### src/rtl/branch_predictor_if.sv
// Fetch-lookup, ID-update and statistics bundle shared by
// the branch predictor and the pipeline.
interface branch_predictor_if #(
  parameter int ADDR_W = 32,
  parameter int STAT_W = 16
);
  logic [ADDR_W-1:0] if_pc;
  logic              pred_taken;
  logic [ADDR_W-1:0] pred_target;
  logic              upd_valid;
  logic [ADDR_W-1:0] upd_pc;
  logic              upd_taken;
  logic [ADDR_W-1:0] upd_target;
  logic              upd_pred_taken;
  logic [ADDR_W-1:0] upd_pred_target;
  logic              mispredict;
  logic [ADDR_W-1:0] redirect_pc;
  logic [STAT_W-1:0] stat_branches;
  logic [STAT_W-1:0] stat_mispredicts;

  modport master (
    output if_pc, upd_valid, upd_pc, upd_taken,
    output upd_target, upd_pred_taken, upd_pred_target,
    input  pred_taken, pred_target, mispredict, redirect_pc,
    input  stat_branches, stat_mispredicts
  );

  modport slave (
    input  if_pc, upd_valid, upd_pc, upd_taken,
    input  upd_target, upd_pred_taken, upd_pred_target,
    output pred_taken, pred_target, mispredict, redirect_pc,
    output stat_branches, stat_mispredicts
  );
endinterface

### src/rtl/branch_predictor.sv
// Direct-mapped BTB with 2-bit saturating direction counters
// and saturating branch/mispredict statistics.
module branch_predictor #(
  parameter int ADDR_W  = 32,
  parameter int ENTRIES = 16,
  parameter int STAT_W  = 16
) (
  input logic clk,
  input logic reset,
  branch_predictor_if.slave bus
);
  localparam int IDX_W = $clog2(ENTRIES);
  localparam int TAG_W = ADDR_W - IDX_W - 2;

  logic              valid_q [ENTRIES];
  logic [TAG_W-1:0]  tag_q   [ENTRIES];
  logic [ADDR_W-1:0] tgt_q   [ENTRIES];
  logic [1:0]        ctr_q   [ENTRIES];
  logic [STAT_W-1:0] branches_q;
  logic [STAT_W-1:0] mispred_q;

  logic [IDX_W-1:0]  rd_idx;
  logic [IDX_W-1:0]  wr_idx;
  logic [TAG_W-1:0]  rd_tag;
  logic [TAG_W-1:0]  wr_tag;
  logic              rd_hit;
  logic              wr_hit;
  logic              mispred;
  logic [ADDR_W-1:0] rd_seq;
  logic [ADDR_W-1:0] wr_seq;

  assign rd_idx = bus.if_pc[IDX_W+1:2];
  assign rd_tag = bus.if_pc[ADDR_W-1:IDX_W+2];
  assign wr_idx = bus.upd_pc[IDX_W+1:2];
  assign wr_tag = bus.upd_pc[ADDR_W-1:IDX_W+2];
  assign rd_seq = bus.if_pc + ADDR_W'(4);
  assign wr_seq = bus.upd_pc + ADDR_W'(4);

  assign rd_hit = valid_q[rd_idx] && (tag_q[rd_idx] == rd_tag);
  assign wr_hit = valid_q[wr_idx] && (tag_q[wr_idx] == wr_tag);

  assign bus.pred_taken  = rd_hit & ctr_q[rd_idx][1];
  assign bus.pred_target = bus.pred_taken ? tgt_q[rd_idx] : rd_seq;

  assign mispred = bus.upd_valid &
    ((bus.upd_taken != bus.upd_pred_taken) |
     (bus.upd_taken & (bus.upd_target != bus.upd_pred_target)));

  assign bus.mispredict  = mispred;
  assign bus.redirect_pc = !bus.upd_valid ? '0 :
                           bus.upd_taken ? bus.upd_target : wr_seq;

  assign bus.stat_branches    = branches_q;
  assign bus.stat_mispredicts = mispred_q;

  // Tags and targets are left stale on reset; valid gates them.
  always_ff @(posedge clk) begin
    if (reset) begin
      for (int i = 0; i < ENTRIES; i++) begin
        valid_q[i] <= 1'b0;
        ctr_q[i]   <= 2'b01;
      end
      branches_q <= '0;
      mispred_q  <= '0;
    end else begin
      if (bus.upd_valid) begin
        unique case (1'b1)
          wr_hit && bus.upd_taken: begin
            if (ctr_q[wr_idx] != 2'b11)
              ctr_q[wr_idx] <= ctr_q[wr_idx] + 2'b01;
            tgt_q[wr_idx] <= bus.upd_target;
          end
          wr_hit && !bus.upd_taken: begin
            if (ctr_q[wr_idx] != 2'b00)
              ctr_q[wr_idx] <= ctr_q[wr_idx] - 2'b01;
          end
          !wr_hit && bus.upd_taken: begin
            valid_q[wr_idx] <= 1'b1;
            tag_q[wr_idx]   <= wr_tag;
            tgt_q[wr_idx]   <= bus.upd_target;
            ctr_q[wr_idx]   <= 2'b10;
          end
          default: ;
        endcase
      end
      if (bus.upd_valid && branches_q != '1)
        branches_q <= branches_q + STAT_W'(1);
      if (mispred && mispred_q != '1)
        mispred_q <= mispred_q + STAT_W'(1);
    end
  end
endmodule

### src/flat_wrapper.sv
// flat-port wrapper written by rule: the top's interface ports become plain ports
module branch_predictor_flat 
#(
  parameter int ADDR_W  = 32,
  parameter int ENTRIES = 16,
  parameter int STAT_W  = 16
)
  (clk, reset, bus_if_pc, bus_upd_valid, bus_upd_pc, bus_upd_taken, bus_upd_target, bus_upd_pred_taken, bus_upd_pred_target, bus_pred_taken, bus_pred_target, bus_mispredict, bus_redirect_pc, bus_stat_branches, bus_stat_mispredicts);
  branch_predictor_if #(.ADDR_W(ADDR_W), .STAT_W(STAT_W)) bus_i ();
  input logic clk;
  input logic reset;
  input wire logic [$bits(bus_i.if_pc)-1:0] bus_if_pc;
  input wire logic [$bits(bus_i.upd_valid)-1:0] bus_upd_valid;
  input wire logic [$bits(bus_i.upd_pc)-1:0] bus_upd_pc;
  input wire logic [$bits(bus_i.upd_taken)-1:0] bus_upd_taken;
  input wire logic [$bits(bus_i.upd_target)-1:0] bus_upd_target;
  input wire logic [$bits(bus_i.upd_pred_taken)-1:0] bus_upd_pred_taken;
  input wire logic [$bits(bus_i.upd_pred_target)-1:0] bus_upd_pred_target;
  output wire logic [$bits(bus_i.pred_taken)-1:0] bus_pred_taken;
  output wire logic [$bits(bus_i.pred_target)-1:0] bus_pred_target;
  output wire logic [$bits(bus_i.mispredict)-1:0] bus_mispredict;
  output wire logic [$bits(bus_i.redirect_pc)-1:0] bus_redirect_pc;
  output wire logic [$bits(bus_i.stat_branches)-1:0] bus_stat_branches;
  output wire logic [$bits(bus_i.stat_mispredicts)-1:0] bus_stat_mispredicts;
  assign bus_i.if_pc = bus_if_pc;
  assign bus_i.upd_valid = bus_upd_valid;
  assign bus_i.upd_pc = bus_upd_pc;
  assign bus_i.upd_taken = bus_upd_taken;
  assign bus_i.upd_target = bus_upd_target;
  assign bus_i.upd_pred_taken = bus_upd_pred_taken;
  assign bus_i.upd_pred_target = bus_upd_pred_target;
  assign bus_pred_taken = bus_i.pred_taken;
  assign bus_pred_target = bus_i.pred_target;
  assign bus_mispredict = bus_i.mispredict;
  assign bus_redirect_pc = bus_i.redirect_pc;
  assign bus_stat_branches = bus_i.stat_branches;
  assign bus_stat_mispredicts = bus_i.stat_mispredicts;
  branch_predictor #(.ADDR_W(ADDR_W), .ENTRIES(ENTRIES), .STAT_W(STAT_W)) u_core (.clk(clk), .reset(reset), .bus(bus_i));
endmodule
### config.mk
export PLATFORM = sky130hd
export DESIGN_NAME = branch_predictor_flat
export DESIGN_NICKNAME = d
export VERILOG_FILES = /design/src/rtl/branch_predictor_if.sv /design/src/rtl/branch_predictor.sv /design/src/flat_wrapper.sv
export SDC_FILE = /design/constraint.sdc
export NUM_CORES = 1
export LEC_CHECK = 0
export ABC_AREA = 1
export CORE_AREA = 4 4 416 377
export CTS_BUF_LIST = sky130_fd_sc_hd__clkbuf_8
export DETAILED_ROUTE_END_ITERATION = 8
export DIE_AREA = 0 0 420 381
export PLACE_DENSITY = 0.45
export SYNTH_ARGS = -nofsm -noshare
export SYNTH_HDL_FRONTEND = slang
export SYNTH_SLANG_ARGS = --single-unit
### constraint.sdc
create_clock -name clk -period 8.4 [get_ports clk]
set_clock_uncertainty 0.1 [all_clocks]
set_input_delay 1.68 -clock clk [delete_from_list [all_inputs] [get_ports clk]]
set_output_delay 1.68 -clock clk [all_outputs]
set_load 0.005 [all_outputs]
# Yosys cells after proc, flatten, opt, wreduce, memory -nomap -nowiden
# Memory sizes are Yosys's and may differ from the RTL's.
# Cells that the tools add are included.
[classes] n_addsub=6 mul=0 n_div=0 order_cmp=0 eq_ne=7 shifts=0 muxes=32 n_bitwise=7 reduce_logical=12
[ops] operator="$mux 32" count=4
[ops] operator="$add 32x3->32 const B" count=2
[ops] operator="$eq 26x26->1" count=2
[ops] operator="$add 16x1->16 const B" count=2
[ops] operator="$ne 16x16->1 const B" count=2
[ops] operator="$ne 32x32->1" count=1
[ops] operator="$mux 1" count=23
[ops] operator="$mux 4" count=2
[ops] operator="$logic_and 1x1->1" count=7
[ops] operator="$mux 2" count=3
[ops] operator="$or 1x1->1" count=4
[ops] operator="$and 1x1->1" count=3
[ops] operator="$add 2x1->2 const B" count=1
[ops] operator="$logic_not 1->1" count=2
[ops] operator="$ne 2x2->1 const B" count=1
[ops] operator="$reduce_bool 2->1" count=1
[ops] operator="$reduce_or 2->1" count=1
[ops] operator="$sub 2x1->2 const B" count=1
[ops] operator="$ne 1x1->1" count=1
[ops] operator="$reduce_or 1->1" count=1
[totals] register_bits=32 latch_bits=0 mem_bits_rw=976 mem_bits_ro=0 input_bits=133 output_inout_bits=98 word_cells=70 memories=4
[memory_table] name="u_core.tgt_q" words=16 width=32 rd=1 rd_clocked_by_memory_dff=0 write_ports=1 line_no="branch_predictor.sv:17" rtl="logic [ADDR_W-1:0] tgt_q [ENTRIES];"
[memory_table] name="u_core.tag_q" words=16 width=26 rd=2 rd_clocked_by_memory_dff=0 write_ports=1 line_no="branch_predictor.sv:16" rtl="logic [TAG_W-1:0] tag_q [ENTRIES];"
[memory_table] name="u_core.ctr_q" words=16 width=2 rd=2 rd_clocked_by_memory_dff=0 write_ports=16 line_no="branch_predictor.sv:18" rtl="logic [1:0] ctr_q [ENTRIES];"
[memory_table] name="u_core.valid_q" words=16 width=1 rd=2 rd_clocked_by_memory_dff=0 write_ports=16 line_no="branch_predictor.sv:15" rtl="logic valid_q [ENTRIES];"

# Logic depth before layout (Yosys ltp)
# Gate-level depths: netlist of the first run.
# An unclocked memory read counts as a cell.
[logic_depth] word_depth=12 ltp_mapped=22 ltp_nobuf=19

# Worst setup path after synthesis of the first run
# OpenSTA, ideal clock, no wires.
[synth_path] path_type="input to output" startpoint="input bus_if_pc[3]" endpoint="output bus_pred_target[25]" t_arrival_ps=3616 required_ps=6620 slack_ps=3004 cell_stages=17 n_path_buf=3 cell_sequence="buf_2 buf_2 buf_2 nand3_4 nor3_4 nand3_2 nor2_2 nand2_2 nor2_4 nand3_2 nor3_4 nand3_2 nor2_2 nand3_1 xor2_1 nand2_1 o21ai_1"
[synth_via] elab_chain_len=5 word_cells_on_any_way=9 cone_classes="add/sub (1); eq/ne (1); mux (1); bitwise (1); reduce/logical (1); memory (4)"
[synth_lines] element="start, declared" line_no="flat_wrapper.sv:12" rtl="input wire logic [$bits(bus_i.if_pc)-1:0] bus_if_pc;"
[synth_lines] element="$mem_v2 16x26"
[synth_lines] element="$eq 26x26->1" line_no="branch_predictor.sv:39" rtl="assign rd_hit = valid_q[rd_idx] && (tag_q[rd_idx] == rd_tag);"
[synth_lines] element="$logic_and 1x1->1" line_no="branch_predictor.sv:39"
[synth_lines] element="$and 1x1->1" line_no="branch_predictor.sv:42" rtl="assign bus.pred_taken = rd_hit & ctr_q[rd_idx][1];"
[synth_lines] element="$mux 32 *" line_no="branch_predictor.sv:43" rtl="assign bus.pred_target = bus.pred_taken ? tgt_q[rd_idx] : rd_seq;"
[synth_lines] element="end, declared" line_no="flat_wrapper.sv:20" rtl="output wire logic [$bits(bus_i.pred_target)-1:0] bus_pred_target;"
# Every way passes the cells marked *; elsewhere a longest branch is shown, timed or not.

# Final worst setup path of the first run
[layout_path] startpoint="input bus_if_pc[5]" endpoint="output bus_pred_target[1]"
# Same word-level chain as after synthesis.

==> results.json, run 1 <==
{
  "run_status": "completed",
  "syn_avg_cell_area_um2": 9.65,
  "path_clk_slew_ps": 60,
  "fin_setup_tns_ps": 0,
  "multi_input_area_um2": 15800,
  "synth-seq-cells": 1008,
  "wire_per_inst_um": 26.2,
  "max_freq_ghz": 0.125,
  "layout_commonest_cell": "edfxtp_1",
  "clk_latency_ps": 910,
  "grt_pass1_vias": 37200,
  "max_stage_delay_ps": 730,
  "crit_family": "buffers and inverters",
  "leakagePower_nw": 20.7,
  "vdd_drop_max_mv": 0.167,
  "place_hpwl_mm": 123,
  "synthToLayoutAreaGrowth_pct": 16.7,
  "syn_area_um2": 48400,
  "clock_sinks": 1008,
  "drtAntennaViolNets": 0,
  "synth_warnings": 0,
  "synth_edf_count": 960,
  "finalSetupViolCount": 0,
  "cp_max_fo": 38,
  "hold_slack_ps": 393,
  "yosys.area.top_type_share_pct": 59.5,
  "finalCritPeriodShare_pct": 95.0,
  "syn_nets": 5156,
  "async_reset_ff_share_pct": 0,
  "die_w_um": 420,
  "gp_congestion": 0.913,
  "criticalPathCategory": "in -> out",
  "start_kind": "input pin",
  "drv_slew": 0,
  "layout_common_cells": "960 x edfxtp_1, 908 x nand2_1, 644 x o21ai_0",
  "cp_cell_sequence": "clkdlybuf4s50_1 -> inv_4 -> nor2_4 -> buf_4 -> nand2_1 -> nand3_1 -> xor2_1 -> nor3_1 -> nand3_1 -> nor2_4 -> buf_4 -> nand2_1 -> nand2_1 -> clkdlybuf4s50_1",
  "grt_pass1_wl_mm": 274,
  "io_pins": 231,
  "drtIter0Drc": 4178,
  "post-cts-setup-buffers": 0,
  "numPortBuffers": 230,
  "crit_top_cell": "nand2_1",
  "use_met2_pct": 38.5,
  "ctsResizeCount": 0,
  "synth_top_area_cell": "edfxtp_1",
  "worstSetupEndpointType": "output pin",
  "core_um2": 152000,
  "num_vias": 38700,
  "powerDensity_nw_per_um2": 194,
  "final_nets": 5400,
  "crit_arrival_ps": 6200,
  "fin_crit_ps": 7980,
  "root_buffer": "clkbuf_8",
  "drive_above_1_share_pct": 8.57,
  "regArea_um2": 29800,
  "grt_util_met3_pct": 3.44,
  "ys_types": 52,
  "grt_max_degree": 193,
  "cts-hold-fix-buffers": 0,
  "critPathBufInv": 5,
  "synthCells": 5016,
  "core.rowCount": 136,
  "antenna_found_initial": 7,
  "rsz0062_at_grt": "no",
  "synth-seq-area-share_pct": 61.5,
  "timing.slew.headroom_pct": 27.8,
  "start_util_pct": 31.8,
  "grt-busiest-layer": "met2",
  "grt_overflow": 0,
  "gr-usage-met1_pct": 31.3,
  "synth_area_leaders": "edfxtp_1 60%, nand2_1 7.0%, o21ai_0 6.7%",
  "slowest_stage": "clkdlybuf4s50_1",
  "hold_path_class": "reg -> reg",
  "first_pass_iters": 6,
  "track_usage_pct": 23.7,
  "cts_max_level": 4,
  "cts-buffers-inserted": 177,
  "vias_per_cell": 5.24,
  "wl_mm": 194,
  "drc": 0,
  "dieArea_um2": 160000,
  "synth-main-ff-cell": "edfxtp_1",
  "tightest_slew_ps": 1080,
  "hold_viol": 0,
  "num-fill-cells": 15300,
  "cts_tree": "done",
  "dieHeight_um": 381,
  "clockBufferDepth": 3,
  "cap_violations": 0,
  "required_ps": 6620
}
[path summary, 6_finish.rpt]
| kind | startpoint | endpoint | slack (ps) | depth (start not counted) |
|---|---|---|---|---|
| max reg2reg | u_core.tag_q[5][0]$_DFFE_PP_ | u_core.ctr_q[15][1]$_SDFFCE_PN0P_ | 4520 | 18 |
| min | u_core.valid_q[7]$_DFF_P_ | u_core.valid_q[7]$_DFF_P_ | 390 | 2 |
| min reg2reg | u_core.valid_q[7]$_DFF_P_ | u_core.valid_q[7]$_DFF_P_ | 390 | 2 |
| max | bus_if_pc[5] | bus_pred_target[1] | 420 | 14 |
[metrics by stage]
stage	power [W]	std cells	area, um2	utilization (%)	setup slack (ps)
after floorplan	0.00624	5016	48400	-	3000
after global placement	0.00685	7082	53400	35.0	550
after detailed placement	0.00685	7082	53400	35.0	560
after CTS	0.0111	7393	56500	37.1	556
after global routing	0.0114	7396	56500	37.1	370
final	0.0109	7396	56500	37.1	416
[final cells by class]
cell class | count | share of cell area, %
Timing Repair Buffer | 379 | 6.38
Inverter | 450 | 3.02
Clock inverter | 131 | 1.17
Sequential cell | 1008 | 52.7
Antenna cell | 3 | 0.0133
Tap cell | 2001 | 4.43
Clock buffer | 180 | 4.38
Multi-Input combinational cell | 3244 | 27.9
[synth_stat cells (2+ instances only)]
cell and n:
o21ai_0 644, nor3_4 3, inv_2 14, buf_4 23, o211a_1 3, a31oi_1 9, nand2_1 908, nand3_2 10
inv_1 433, o211ai_1 44, buf_6 9, nor2_2 7, nor2_1 659, a32o_1 15, o21ai_1 55, nand3_4 2
buf_2 101, clkbuf_1 172, o221ai_1 43, a211o_1 3, a221oi_1 11, buf_1 8, o21a_1 2, nor4_1 8
nor3_2 7, nor2_4 2, nand3b_1 4, nor4b_1 2, edfxtp_1 960, dfxtp_1 48, ha_1 7, a21oi_1 274
nor3_1 33, nand4_1 21, nor3b_1 2, xor2_1 65, and2_1 3, clkinv_1 3, nand3_1 268, a211oi_1 2
o22ai_1 98, or2_2 3, xnor2_1 19
[registers in the layout, indices dropped and copies added (netlist names)]
signal / count
u_core.tgt_q: 512
u_core.bus.stat_mispredicts: 16
u_core.bus.stat_branches: 16
u_core.tag_q: 416
u_core.valid_q: 16
u_core.ctr_q: 32
[metal layers]
| layer | share of wire (%) | up-vias |
|---|---|---|
| li1 | - | 17900 |
| met1 | 42 | 19000 |
| met2 | 47 | 1557 |
| met3 | 6.0 | 327 |
| met4 | 4.8 | 0 |
| met5 | 0 | - |
[report_power, final]
group / leakage (nW) / total, W / internal (W) / switching, W
Clock: 1.84 / 0.00420 / 0.00206 / 0.00214
Sequential: 9.02 / 0.00555 / 0.00554 / 0.0000138
Combinational: 9.83 / 0.00119 / 0.000345 / 0.000849
[worst register-to-register path, delay by kind of cell (launching register included)]
| kind | cells | cell delay [ps] |
|---|---|---|
| AND/OR/NAND/NOR | 14 | 1660 |
| buffers and inverters | 3 | 960 |
| XOR/XNOR | 1 | 500 |
| flip-flops | 1 | 370 |
[cells by family (layout without fill, tap and decap cells)]
family	Yosys count	after routing	share of synthesized area (%)
DFF	1008	1008	61.5
buffers and inverters	764	1140	6.53
xor gates and xnor gates	84	84	1.52
and+or+nand+nor	1948	1948	16.6
adders and majority gates	7	7	0.181
AOI/OAI and AO/OA	1205	1205	13.6
other	0	3	0
No activity file was read; power rests on OpenSTA's default activity.
==> inputs of run 2 (changes only) <==
--- a/config.mk
+++ b/config.mk
@@ -10,7 +10,7 @@
 export CTS_BUF_LIST = sky130_fd_sc_hd__clkbuf_8
 export DETAILED_ROUTE_END_ITERATION = 8
 export DIE_AREA = 0 0 420 381
-export PLACE_DENSITY = 0.45
+export PLACE_DENSITY = 0.47
 export SYNTH_ARGS = -nofsm -noshare
 export SYNTH_HDL_FRONTEND = slang
 export SYNTH_SLANG_ARGS = --single-unit
==> constraint.sdc (replaced) <==
create_clock -name clk -period 8.8 [get_ports clk]
set_clock_uncertainty 0.1 [all_clocks]
set_input_delay 1.76 -clock clk [delete_from_list [all_inputs] [get_ports clk]]
set_output_delay 1.76 -clock clk [all_outputs]
set_load 0.005 [all_outputs]
==> run 2 against run 1 <==
Compared with the run above: sequential power fell by 4.5%; largest power group unchanged; critical path type unchanged; sequential cell count did not move; global-route usage fell by 0.70 points; final cell count barely moved.
==> results.json, run 2 (synthesis gave the netlist of run 1 again) <==
{
  "run_status": "completed",
  "root_buffer": "clkbuf_8",
  "tightest_slew_ps": 1130,
  "layout_common_cells": "960 x edfxtp_1, 908 x nand2_1, 644 x o21ai_0",
  "drive_above_1_share_pct": 8.30,
  "worst-r2r-cell-count": 17,
  "final_nets": 5386,
  "vdd_drop_max_mv": 0.163,
  "cts_max_level": 4,
  "cap_violations": 0,
  "top_register": "u_core.tgt_q",
  "gp_congestion": 0.879,
  "grt_max_degree": 200,
  "min-delay-start": "u_core.valid_q[9]$_DFF_P_",
  "fin_crit_ps": 8340,
  "layout_commonest_cell": "edfxtp_1",
  "regArea_um2": 29800,
  "cts-hold-fix-buffers": 0,
  "clock_sinks": 1008,
  "cts-buffers-inserted": 176,
  "hold_path_class": "reg -> reg",
  "cts_tree": "done",
  "antenna_found_initial": 8,
  "drtIter0Drc": 3987,
  "num-fill-cells": 15200,
  "hold_end": "u_core.valid_q[9]$_DFF_P_",
  "dieHeight_um": 381,
  "drc": 0,
  "post-cts-setup-buffers": 0,
  "clk_latency_ps": 930,
  "io_pins": 231,
  "first_pass_iters": 6,
  "min_path_cells": 2,
  "finalCritPeriodShare_pct": 94.8,
  "wl_mm": 189,
  "vias_per_cell": 5.32,
  "largest_reg_flops": 512,
  "finalSetupViolCount": 0,
  "grt_pass1_vias": 37200,
  "ff2ff_setup_slack_ps": 4610,
  "multi_input_area_um2": 15700,
  "grt_overflow": 0,
  "clockBufferDepth": 3,
  "hold_viol": 0,
  "criticalPathCategory": "in -> out",
  "crit_arrival_ps": 6480,
  "fin_setup_tns_ps": 0,
  "timing.slew.headroom_pct": 24.3,
  "core_um2": 152000,
  "powerDensity_nw_per_um2": 188,
  "numPortBuffers": 230,
  "synthToLayoutAreaGrowth_pct": 16.8,
  "r2r-start": "u_core.tag_q[8][0]$_DFFE_PP_",
  "core.rowCount": 136,
  "reg2reg_to": "u_core.ctr_q[4][0]$_SDFFCE_PN1P_",
  "num_vias": 39300,
  "place_hpwl_mm": 114,
  "drtAntennaViolNets": 0,
  "grt_pass1_wl_mm": 269,
  "drv_slew": 0,
  "worstSetupEndpointType": "output pin",
  "leakagePower_nw": 20.7,
  "ctsResizeCount": 0,
  "rsz0062_at_grt": "no",
  "wire_per_inst_um": 25.6,
  "hold_slack_ps": 399,
  "path_clk_slew_ps": 60,
  "max_freq_ghz": 0.120,
  "die_w_um": 420,
  "start_util_pct": 31.8,
  "track_usage_pct": 23.0,
  "preCtsSetupSlack_ps": 535,
  "reg_top3": "u_core.tgt_q: 512 flops, u_core.tag_q: 416 flops, u_core.ctr_q: 32 flops",
  "start_kind": "input pin",
  "setup_ws_ps": 457,
  "required_ps": 6940,
  "dieArea_um2": 160000,
  "cp_max_fo": 39
}
run 2: worst max-delay path, cell delays in order:
cell,delay (ps)
clkdlybuf4s50_1,670
clkinv_2,180
nor2_4,870
buf_4,330
nand2_1,80
nand3_1,100
xor2_1,70
nor3_1,330
nand3_1,320
nor2_4,200
buf_4,430
nor2_1,190
a21oi_1,320
clkdlybuf4s50_1,570
run 2: final cells by class:
class | instances | area share, %
Antenna cell | 6 | 0.0265
Clock buffer | 181 | 4.40
Clock inverter | 134 | 1.43
Inverter | 450 | 3.02
Multi-Input combinational cell | 3244 | 27.8
Sequential cell | 1008 | 52.7
Tap cell | 2001 | 4.43
Timing Repair Buffer | 366 | 6.18
run 2: metal layers:
metal | track usage, % | routed length [um] | share of wire, % | vias up
li1 | - | - | - | 17800
met1 | 31.6 | 82200 | 44 | 19500
met2 | 36.3 | 86400 | 46 | 1614
met3 | 3.45 | 11800 | 6.2 | 361
met4 | 9.81 | 8580 | 4.5 | 0
met5 | 0 | 0 | 0 | -
run 2: worst max path at each step:
stage                                     end  slack [ps]         start
after floorplan           bus_pred_target[25]        3240  bus_if_pc[3]
after global placement    bus_pred_target[10]         500  bus_if_pc[5]
after detailed placement  bus_pred_target[10]         530  bus_if_pc[5]
after CTS                 bus_pred_target[10]         530  bus_if_pc[5]
after global routing      bus_pred_target[10]         420  bus_if_pc[5]
final                     bus_pred_target[10]         460  bus_if_pc[5]
run 2: per-stage QoR:
stage	std cells	power (W)	utilization [%]	area, um2
5_1_grt	7389	0.0110	37.1	56600
3_5_place_dp	7069	0.00651	35.0	53200
3_3_place_gp	7069	0.00652	35.0	53200
2_1_floorplan	5016	0.00596	-	48400
4_1_cts	7384	0.0107	37.1	56500
6_report	7390	0.0106	37.1	56600
run 2: where the power goes:
group	internal (W)	switching, W
registers	0.00529	0.0000131
logic	0.000328	0.000794
clock network	0.00210	0.00208
total	0.00772	0.00289
